[src/rtl/debouncer_bank_if.sv]
// debouncer_bank_if: signal bundle between raw pads / control logic and the
// debouncer bank.
//   master modport : drives i_en and iv_input, observes the debounced outputs
//   slave  modport : the debouncer itself
// Signals:
//   i_en          debounce enable
//   iv_input      raw asynchronous inputs, one bit per channel
//   ov_output     debounced levels
//   ov_rise       one-cycle pulse per channel on a 0->1 change of ov_output
//   ov_fall       one-cycle pulse per channel on a 1->0 change of ov_output
//   o_any_change  OR of every rise/fall bit
interface debouncer_bank_if #(
  parameter int p_CHANNELS = 4
) ();
  logic                  i_en;
  logic [p_CHANNELS-1:0] iv_input;
  logic [p_CHANNELS-1:0] ov_output;
  logic [p_CHANNELS-1:0] ov_rise;
  logic [p_CHANNELS-1:0] ov_fall;
  logic                  o_any_change;

  modport master (
    output i_en,
    output iv_input,
    input  ov_output,
    input  ov_rise,
    input  ov_fall,
    input  o_any_change
  );

  modport slave (
    input  i_en,
    input  iv_input,
    output ov_output,
    output ov_rise,
    output ov_fall,
    output o_any_change
  );
endinterface

[src/rtl/debouncer_bank.sv]
// debouncer_bank: multi-channel switch debouncer.
// Each channel synchronises its raw input, then qualifies a level change only
// after 2**p_CNT_WIDTH consecutive mismatch ticks of a shared prescaler. A
// qualified change updates the debounced level and emits a one-cycle rise or
// fall pulse.
// Ports:
//   i_clk    clock
//   i_rst_n  asynchronous active-low reset
//   bus      debouncer_bank_if slave modport (enable, raw inputs, outputs)
module debouncer_bank #(
  parameter int   p_CHANNELS    = 4,
  parameter int   p_CNT_WIDTH   = 4,
  parameter int   p_PRESCALE    = 1,
  parameter int   p_SYNC_STAGES = 2,
  parameter logic p_RESET_LEVEL = 1'b0
) (
  input  logic                   i_clk,
  input  logic                   i_rst_n,
  debouncer_bank_if.slave        bus
);

  localparam int unsigned       PRE_W    = (p_PRESCALE > 1) ? $clog2(p_PRESCALE) : 1;
  localparam logic [PRE_W-1:0]  PRE_LAST = PRE_W'(p_PRESCALE - 1);

  logic [p_CHANNELS-1:0]  sync_q [p_SYNC_STAGES];
  logic [p_CHANNELS-1:0]  s;
  logic [PRE_W-1:0]       pre_q, pre_d;
  logic                   tick;
  logic [p_CNT_WIDTH-1:0] cnt_q [p_CHANNELS];
  logic [p_CNT_WIDTH-1:0] cnt_d [p_CHANNELS];
  logic [p_CHANNELS-1:0]  out_q, out_d;
  logic [p_CHANNELS-1:0]  rise_q, rise_d;
  logic [p_CHANNELS-1:0]  fall_q, fall_d;

  // Synchroniser runs regardless of enable so the sampled level is always fresh.
  always_ff @(posedge i_clk or negedge i_rst_n) begin
    if (!i_rst_n) begin
      for (int unsigned i = 0; i < p_SYNC_STAGES; i++) begin
        sync_q[i] <= {p_CHANNELS{p_RESET_LEVEL}};
      end
    end else begin
      sync_q[0] <= bus.iv_input;
      for (int unsigned i = 1; i < p_SYNC_STAGES; i++) begin
        sync_q[i] <= sync_q[i-1];
      end
    end
  end

  assign s    = sync_q[p_SYNC_STAGES-1];
  // With p_PRESCALE == 1 the prescaler stays at 0 == PRE_LAST, so tick is constant 1.
  assign tick = (pre_q == PRE_LAST);

  always_comb begin
    pre_d = '0;
    if (bus.i_en && !tick) begin
      pre_d = pre_q + 1'b1;
    end
  end

  always_comb begin
    out_d  = out_q;
    rise_d = '0;
    fall_d = '0;
    for (int unsigned ch = 0; ch < p_CHANNELS; ch++) begin
      cnt_d[ch] = cnt_q[ch];
      if (!bus.i_en || (s[ch] == out_q[ch])) begin
        cnt_d[ch] = '0;
      end else if (tick) begin
        if (&cnt_q[ch]) begin
          out_d[ch]  = s[ch];
          cnt_d[ch]  = '0;
          rise_d[ch] = s[ch];
          fall_d[ch] = ~s[ch];
        end else begin
          cnt_d[ch] = cnt_q[ch] + 1'b1;
        end
      end
    end
  end

  always_ff @(posedge i_clk or negedge i_rst_n) begin
    if (!i_rst_n) begin
      pre_q  <= '0;
      out_q  <= {p_CHANNELS{p_RESET_LEVEL}};
      rise_q <= '0;
      fall_q <= '0;
      for (int unsigned ch = 0; ch < p_CHANNELS; ch++) begin
        cnt_q[ch] <= '0;
      end
    end else begin
      pre_q  <= pre_d;
      out_q  <= out_d;
      rise_q <= rise_d;
      fall_q <= fall_d;
      for (int unsigned ch = 0; ch < p_CHANNELS; ch++) begin
        cnt_q[ch] <= cnt_d[ch];
      end
    end
  end

  assign bus.ov_output    = out_q;
  assign bus.ov_rise      = rise_q;
  assign bus.ov_fall      = fall_q;
  assign bus.o_any_change = |(rise_q | fall_q);

endmodule

[src/flat_wrapper.sv]
// flat-port wrapper written by rule: the top's interface ports become plain ports
module debouncer_bank_flat 
#(
  parameter int   p_CHANNELS    = 4,
  parameter int   p_CNT_WIDTH   = 4,
  parameter int   p_PRESCALE    = 1,
  parameter int   p_SYNC_STAGES = 2,
  parameter logic p_RESET_LEVEL = 1'b0
)
  (i_clk, i_rst_n, bus_i_en, bus_iv_input, bus_ov_output, bus_ov_rise, bus_ov_fall, bus_o_any_change);
  debouncer_bank_if #(.p_CHANNELS(p_CHANNELS)) bus_i ();
  input  logic i_clk;
  input  logic i_rst_n;
  input wire logic [$bits(bus_i.i_en)-1:0] bus_i_en;
  input wire logic [$bits(bus_i.iv_input)-1:0] bus_iv_input;
  output wire logic [$bits(bus_i.ov_output)-1:0] bus_ov_output;
  output wire logic [$bits(bus_i.ov_rise)-1:0] bus_ov_rise;
  output wire logic [$bits(bus_i.ov_fall)-1:0] bus_ov_fall;
  output wire logic [$bits(bus_i.o_any_change)-1:0] bus_o_any_change;
  assign bus_i.i_en = bus_i_en;
  assign bus_i.iv_input = bus_iv_input;
  assign bus_ov_output = bus_i.ov_output;
  assign bus_ov_rise = bus_i.ov_rise;
  assign bus_ov_fall = bus_i.ov_fall;
  assign bus_o_any_change = bus_i.o_any_change;
  debouncer_bank #(.p_CHANNELS(p_CHANNELS), .p_CNT_WIDTH(p_CNT_WIDTH), .p_PRESCALE(p_PRESCALE), .p_SYNC_STAGES(p_SYNC_STAGES), .p_RESET_LEVEL(p_RESET_LEVEL)) u_core (.i_clk(i_clk), .i_rst_n(i_rst_n), .bus(bus_i));
endmodule
[config.mk]
export PLATFORM = sky130hd
export DESIGN_NAME = debouncer_bank_flat
export DESIGN_NICKNAME = d
export VERILOG_FILES = /design/src/rtl/debouncer_bank_if.sv /design/src/rtl/debouncer_bank.sv /design/src/flat_wrapper.sv
export SDC_FILE = /design/constraint.sdc
export NUM_CORES = 1
export LEC_CHECK = 0
export CAP_MARGIN = 20
export CORE_ASPECT_RATIO = 0.6
export CORE_MARGIN = 3
export CORE_UTILIZATION = 58
export DETAILED_ROUTE_END_ITERATION = 8
export PLACE_DENSITY = 0.83
export SLEW_MARGIN = 20
export SYNTH_ARGS = -nofsm -noshare
export SYNTH_HDL_FRONTEND = slang
export SYNTH_SLANG_ARGS = --single-unit
[constraint.sdc]
create_clock -name i_clk -period 2.1 [get_ports i_clk]
set_clock_uncertainty 0.05 [all_clocks]
set_input_delay 0.315 -clock i_clk [delete_from_list [all_inputs] [get_ports i_clk]]
set_output_delay 0.315 -clock i_clk [all_outputs]
set_load 0.01 [all_outputs]
==> results of run 1 <==
-- area by class of cell --
class | instances | area share [%]
sequential | 37 | 48.56
multi-input combinational | 92 | 34.06
timing repair buffer | 21 | 10.76
clock buffer | 6 | 3.806
tap | 32 | 2.100
clock inverter | 2 | 0.5249
inverter | 1 | 0.1969
-- per-stage QoR --
stage          cells  instance area (µm²)
2_1_floorplan    132                 1592
3_3_place_gp     183                 1824
3_5_place_dp     183                 1824
4_1_cts          191                 1907
5_1_grt          191                 1907
6_report         191                 1907
-- worst max-delay path, delay by kind of cell (launching register included) --
family	cells	cell delay, ns
flops	1	0.38
simple gates	2	0.38
buf+inv	1	0.48
-- flip-flops by register name, indices dropped and copies added, names as in the netlist --
signal	count
u_core.cnt_q	16
u_core.pre_q	1
u_core.sync_q	4
u_core.bus.ov_fall	4
u_core.bus.ov_rise	4
u_core.s	4
u_core.bus.ov_output	4
-- power breakdown --
part | switching [W] | internal [W] | total [W] | leakage [nW]
logic | 0.0000379 | 0.0000265 | 0.0000644 | 0.331
clock network | 0.000237 | 0.000230 | 0.000467 | 0.0450
registers | 0.0000150 | 0.000726 | 0.000741 | 0.494
-- logic make-up (layout without fill, tap and decap cells) --
family          count (synthesis)  in the layout  share of synthesized area (%)
mux                             8              8                          5.581
other cells                     1              1                         0.2356
fa+ha+maj                       7              7                          5.503
buf+inv                         3             30                          1.022
compound gates                 17             17                          6.996
xor+xnor                        8              8                          4.402
flops                          37             37                          58.18
simple gates                   51             51                          18.08
-- per-layer routing --
layer | up-vias | global-route usage (%)
li1 | 523 | -
met1 | 548 | 25.73
met2 | 49 | 30.28
met3 | 8 | 8.497
met4 | 0 | 11.55
met5 | - | 0
-- placed cells by master (no fill, tap or decap) --
master	netlist	routed
sky130_fd_sc_hd__nand2b_1	1	1
sky130_fd_sc_hd__mux2i_1	4	4
sky130_fd_sc_hd__o21ai_0	1	1
sky130_fd_sc_hd__nand4_4	1	1
sky130_fd_sc_hd__a311oi_1	4	4
sky130_fd_sc_hd__nor4_1	2	2
sky130_fd_sc_hd__or3_1	1	1
sky130_fd_sc_hd__buf_4	1	2
sky130_fd_sc_hd__xnor2_1	4	4
sky130_fd_sc_hd__and2b_4	1	1
sky130_fd_sc_hd__nor3b_1	8	8
sky130_fd_sc_hd__clkinv_2	0	2
sky130_fd_sc_hd__nor2b_1	4	4
sky130_fd_sc_hd__clkbuf_1	0	1
sky130_fd_sc_hd__nand2_1	9	9
sky130_fd_sc_hd__nor3_1	6	6
sky130_fd_sc_hd__clkdlybuf4s50_1	0	19
sky130_fd_sc_hd__xor2_1	4	4
sky130_fd_sc_hd__mux2_2	3	3
sky130_fd_sc_hd__inv_1	1	1
sky130_fd_sc_hd__conb_1	1	1
sky130_fd_sc_hd__dfrtp_1	37	37
sky130_fd_sc_hd__nor2_1	12	12
sky130_fd_sc_hd__clkbuf_8	0	5
sky130_fd_sc_hd__nand4_1	6	6
sky130_fd_sc_hd__mux2_4	1	1
sky130_fd_sc_hd__a41oi_1	3	3
sky130_fd_sc_hd__ha_1	7	7
sky130_fd_sc_hd__a21oi_1	9	9
-- worst min-delay path by stage --
stage / end / cells after the start
after floorplan: u_core.bus.ov_fall[0] / 0
after CTS: u_core.s[0] / 0
after detailed placement: u_core.s[0] / 0
after global routing: u_core.s[0] / 0
final: u_core.s[0] / 0
after global placement: u_core.s[0] / 0
==> metrics.md, run 1 <==
| Metric | Value |
|---|---|
| Area added between synthesis and finish | `19.81%` |
| Highest layer used for signal routing | `met4` |
| Post-route met1 wirelength | `approximately 1300 µm` |
| Clock latency on the worst-skew pair | `approximately 0.28 ns` |
| Final worst path period share | `about 90%` |
| Crit path max fanout | `2` |
| Count of warnings emitted by yosys | `0` |
| Count of nets after finishing | `about 170` |
| Area of the multi-input gates | `approximately 650 µm²` |
| Core Rows | `14` |
| Setup repair after global routing missed its margin | `no` |
| Leading cell types by count after synthesis | `sky130_fd_sc_hd__dfrtp_1 (37), sky130_fd_sc_hd__nor2_1 (12), sky130_fd_sc_hd__a21oi_1 (9), sky130_fd_sc_hd__nand2_1 (9), sky130_fd_sc_hd__nor3b_1 (8)` |
| Data required time of the critical path | `1.74 ns` |
| Worst path max stage delay | `between 0.4 and 0.5 ns` |
| Starting DRC count in detailed routing | `about 120` |
| Part of the Yosys area used for sequential elements | `around three fifths` |
| Worst ir drop on vdd | `about 0.34 mV` |
| CP max stage cell | `sky130_fd_sc_hd__clkdlybuf4s50_1` |
| Flip-flop and latch area | `just over 900 µm²` |
| Clock-pin transition on the worst setup and hold timing paths | `0.07 ns` |
| Fraction of final layout cells sized beyond drive strength 1 | `a little under a tenth` |
| Max cap viols | `0` |
| Area of the core | `2557 µm²` |
| Maximum frequency from static timing analysis | `0.5292 GHz` |
| Cell count after synthesis | `between 100 and 150` |
| Netlist Area Pre-Place | `about 1600 µm²` |
| Wire length of the first global-routing pass | `approximately 5000 µm` |
| Min setup slack post-route | `between 0.2 and 0.25 ns` |
| Largest net degree at the start of global routing | `38` |
| Antenna fix cells | `0` |
| Grt total ovfl | `0` |
| Count of flip-flops with a built-in enable after synthesis | `0` |
| First element of the critical path | `u_core.bus.ov_fall[2]` |
| Average instance area after synthesis | `12.06 µm²` |
| Number of top-level pins | `20` |
| TritonCTS clock tree | `yes` |
| Commonest register cell after synthesis | `sky130_fd_sc_hd__dfrtp_1` |
| Global placement routability congestion | `between 0.7 and 0.8` |
| Crit path DAT | `between 1.5 and 2 ns` |
| Number of clock sinks | `37` |
| Global-route usage over all layers | `between 20% and 30%` |
| Total routed wirelength | `roughly 3000 µm` |
| Crit Path Category | `flip-flop to primary output` |
| H-tree levels | `2` |
| Library cells used by synthesis | `26` |
| Number of buffers inserted during clock tree synthesis | `5` |
| DIE HEIGHT | `between 40 and 50 µm` |
| Share of Yosys cell area claimed by the top area cell type | `58.18%` |
| Cell Pwr Density | `667.1 nW/µm²` |
| Count of cells along the worst register-to-register path | `3` |
| Cell type contributing the most total cell area after synthesis | `sky130_fd_sc_hd__dfrtp_1` |
| Total leakage power | `0.8702 nW` |
| Clock Root Buffer | `sky130_fd_sc_hd__clkbuf_8` |
| Post-detailed-route DRC marker count | `0` |
| Largest cells by area after synthesis | `sky130_fd_sc_hd__dfrtp_1 (58%), sky130_fd_sc_hd__ha_1 (5.5%), sky130_fd_sc_hd__nor3b_1 (3.8%)` |
| Overall die area | `between 3000 and 4000 µm²` |
| Slack of the worst reg-to-reg path | `slightly below 0.7 ns` |
| R2R Path End | `u_core.bus.ov_output[3]` |
| Worst hold path type | `flip-flop to flip-flop` |
| Number of I/O port buffers | `19` |
| Post-cts sizing count | `0` |
| FILL cells | `around 160` |
| Startpoint of the most critical register-to-register path | `u_core.pre_q` |
| Net count of the mapped netlist | `~150` |
| Met2 Wirelength | `about 1400 µm` |
| Termination of the worst setup path | `bus_o_any_change` |
| Worst slack, placed | `around 0.37 ns` |
| Worst setup EP type | `primary output` |
| Number of search-and-repair iterations in the first detailed-routing pass | `4` |
| Final-report max-slew violation count | `0` |
| Via count of the first global-routing pass | `1,051` |
| Met3 wirelength from detailed routing | `226 µm` |
| Post-DP HPWL | `roughly 2200 µm` |
| Horizontal die dimension | `between 70 and 80 µm` |
| Post-route ant nets | `0` |
| Maximum buffer depth of the clock tree | `2` |
| Source of the worst hold timing path | `u_core.sync_q[4]` |
| Worst-case hold slack | `between 0.3 and 0.4 ns` |
| Crit path cell chain | `nor4_1 > nand2_1 > clkdlybuf4s50_1` |
| Number of setup violations in the final report | `0` |
| Result of the run | `completed` |
| Fin. Hold Viols | `0` |
| Number of vias after detailed routing | `approximately 1,100` |
| WL per Instance | `15.95 µm` |
| Number of buffers inserted to repair setup after CTS | `0` |
| Minimum period implied by the final worst setup slack | `1.890 ns` |
| Leading cell type by number of instances after synthesis | `sky130_fd_sc_hd__dfrtp_1` |
| Setup_tns | `0 ns` |
| Routed via count divided by cell count | `around 5.9` |
| Async set or reset register ratio after synthesis | `100.0%` |
| Total chip power | `~0.0013 W` |
| Number of antenna violations at the first check in global routing | `0` |
| Number of register bits inferred by synthesis | `37` |
| Starting Density | `62.23%` |
| Final design utilization | `approximately 75%` |
| Number of buffers inserted for hold repair after clock tree synthesis | `0` |
| Kind of start point of the critical path | `flip-flop` |
Power figures use the tool's default switching activity.
==> run 2, diff against run 1 <==
--- a/config.mk
+++ b/config.mk
@@ -8,9 +8,9 @@
 export CAP_MARGIN = 20
 export CORE_ASPECT_RATIO = 0.6
 export CORE_MARGIN = 3
-export CORE_UTILIZATION = 58
+export CORE_UTILIZATION = 45
 export DETAILED_ROUTE_END_ITERATION = 8
-export PLACE_DENSITY = 0.83
+export PLACE_DENSITY = 0.67
 export SLEW_MARGIN = 20
 export SYNTH_ARGS = -nofsm -noshare
 export SYNTH_HDL_FRONTEND = slang
==> metrics.md, run 2 (synthesized netlist as in run 1, its figures left out) <==
| Metric | Value |
|---|---|
| Most frequent cells in the layout | `sky130_fd_sc_hd__dfrtp_1 (37), sky130_fd_sc_hd__clkdlybuf4s50_1 (18), sky130_fd_sc_hd__nor2_1 (12)` |
| Global-route usage over all layers | `15.62% (-4.9 points)` |
| Finished layout cell area | `1918 µm² (+0.59%)` |
| Grt total ovfl | `0 (unchanged)` |
| Via count of the first global-routing pass | `990 (-5.8%)` |
| Cell Pwr Density | `668.4 nW/µm² (+0.19%)` |
| Number of vias after detailed routing | `1,075 (-4.7%)` |
| First element of the critical path | `u_core.bus.ov_fall[0]` |
| Number of buffers inserted for hold repair after clock tree synthesis | `0 (unchanged)` |
| Register with the most flip-flops | `u_core.cnt_q` |
| Post-cts sizing count | `0 (unchanged)` |
| Slew Limit Headroom | `46.86%` |
| FILL cells | `297 (+83%)` |
| Number of search-and-repair iterations in the first detailed-routing pass | `4 (unchanged)` |
| Fin. Hold Viols | `0 (unchanged)` |
| Post-route non-filler standard cell count | `204 (+6.8%)` |
| Post-detailed-route DRC marker count | `0 (unchanged)` |
| Number of top-level pins | `20 (unchanged)` |
| Number of buffers inserted to repair setup after CTS | `0 (unchanged)` |
| Data required time of the critical path | `1.74 ns (about the same)` |
| Area of the core | `3323 µm² (+30%)` |
| Post-DP HPWL | `2106 µm (-2.2%)` |
| DIE HEIGHT | `52.07 µm (+12%)` |
| Starting DRC count in detailed routing | `45 (-61%)` |
| TritonCTS clock tree | `yes` |
| Post-route ant nets | `0 (unchanged)` |
| Setup repair after global routing missed its margin | `no` |
| Wire length of the first global-routing pass | `4802 µm (-4.0%)` |
| Slack of the worst reg-to-reg path | `0.63 ns (-0.05 ns)` |
| Starting Density | `47.89% (-14 points)` |
| Clock Root Buffer | `sky130_fd_sc_hd__clkbuf_8` |
| Worst setup EP type | `primary output` |
| Clock-pin transition on the worst setup and hold timing paths | `0.07 ns (about the same)` |
| Worst path max stage delay | `0.48 ns (about the same)` |
| Fraction of final layout cells sized beyond drive strength 1 | `10.06% (+0.63 points)` |
| Maximum buffer depth of the clock tree | `2 (unchanged)` |
| CP max stage cell | `sky130_fd_sc_hd__clkdlybuf4s50_1` |
| Clock latency on the worst-skew pair | `0.29 ns (about the same)` |
| H-tree levels | `2 (unchanged)` |
| Crit path cell chain | `nor4_1 > nand2_1 > clkdlybuf4s50_1` |
| Overall die area | `4310 µm² (+26%)` |
| Minimum period implied by the final worst setup slack | `1.866 ns (-0.02382 ns)` |
| Maximum frequency from static timing analysis | `0.5359 GHz (+1.3%)` |
| Worst hold path type | `input pin to asynchronous set/reset pin` |
| Routed via count divided by cell count | `5.270 (-11%)` |
| Worst ir drop on vdd | `0.4548 mV (+34%)` |
| Number of flip-flops in the largest register | `16 (unchanged)` |
| Cell Area, Placed | `1836 µm² (+0.62%)` |
| Area added between synthesis and finish | `20.52%` |
| Number of I/O port buffers | `19 (unchanged)` |
| Startpoint of the most critical register-to-register path | `u_core.pre_q` |
| Kind of start point of the critical path | `flip-flop` |
| Count of nets after finishing | `172 (unchanged)` |
| Number of setup violations in the final report | `0 (unchanged)` |
| Global placement routability congestion | `0.7384 (-3.6%)` |
| Antenna fix cells | `0 (unchanged)` |
| Number of buffers inserted during clock tree synthesis | `5 (unchanged)` |
| Number of antenna violations at the first check in global routing | `0 (unchanged)` |
| Total leakage power | `0.8702 nW (about the same)` |
| Number of clock sinks | `37 (unchanged)` |
| Core Rows | `16 (+2)` |
| Result of the run | `completed` |
| Cell count after placement | `196 (+7.1%)` |
| Worst Tran Pin Value | `about 0.8 ns` |
| Total routed wirelength | `2986 µm (-2.0%)` |
| Commonest non-fill, non-tap cell in the layout | `sky130_fd_sc_hd__dfrtp_1` |
| Final worst path period share | `88.85% (-1.1 points)` |
| Horizontal die dimension | `82.78 µm (+12%)` |
| WP buf/inv | `1 (unchanged)` |
| Crit Path Category | `flip-flop to primary output` |
| Largest net degree at the start of global routing | `38 (unchanged)` |
| Crit path DAT | `1.50 ns (-0.02 ns)` |
| Final-report max-slew violation count | `0 (unchanged)` |
| Top cell family by delay on the critical path | `buffers and inverters` |
| Crit path max fanout | `2 (unchanged)` |
| Max cap viols | `0 (unchanged)` |
| Setup_tns | `0 ns (unchanged)` |
| WL per Instance | `14.64 µm (-8.2%)` |
-- run 2: cell types whose count changed in the layout (fill, tap and decap cells not counted) --
cell                              delta
sky130_fd_sc_hd__buf_2               +1
sky130_fd_sc_hd__clkdlybuf4s50_1     -1
-- run 2: worst register-to-register path: cells and delay by family, from the launching register on --
kind                   cells  cell delay, ns
flip-flops                 1            0.38
AND/OR/NAND/NOR            2            0.45
multiplexers               1            0.31
buffers and inverters      1            0.18
-- run 2: power by group --
group	internal (W)	leakage (nW)	switching [W]	total, W
Combinational	0.0000255	0.331	0.0000388	0.0000643
Clock	0.000230	0.0450	0.000249	0.000479
Sequential	0.000725	0.494	0.0000134	0.000739
Total	0.000981	0.870	0.000301	0.00128
-- run 2: final timing paths --
check,endpoint,cells after the start
worst max-delay path,bus_o_any_change,3
worst max register to register,u_core.bus.ov_output[3],4
worst min-delay path,u_core.bus.ov_fall[3],1
max in group asynchronous,u_core.sync_q[6],1
worst min register to register,u_core.s[1],0
min in group i_clk,u_core.s[1],0
-- run 2: per-stage QoR --
step	util (%)	total power, W	worst slack, ns	hold slack, ns
finish	57.72	0.001282	0.2341	0.05831
global route	57.72	0.001334	0.1364	0.1044
CTS	57.72	0.001291	0.2272	0.08706
detailed placement	55.23	0.0008182	0.3565	0.2879
global placement	55.23	0.0008150	0.3991	0.2836
floorplan	-	0.0007807	0.8567	-0.03059
-- run 2: area by class of cell --
type | count | area, µm² | share of cell area, %
clock buffer | 6 | 72.57 | 3.783
inverter | 1 | 3.754 | 0.1957
sequential | 37 | 925.9 | 48.27
tap | 45 | 56.30 | 2.935
timing repair buffer | 21 | 200.2 | 10.44
clock inverter | 2 | 10.01 | 0.5219
multi-input combinational | 92 | 649.4 | 33.86
-- run 2: layer usage --
metal  global-route usage (%)  vias to the layer above  routed length [µm]
met5                        0                        -                   0
met4                    6.522                        0                  33
met3                    5.709                        4                 129
met2                    22.07                       25                1297
met1                    21.51                      523                1525
li1                         -                      523                   -
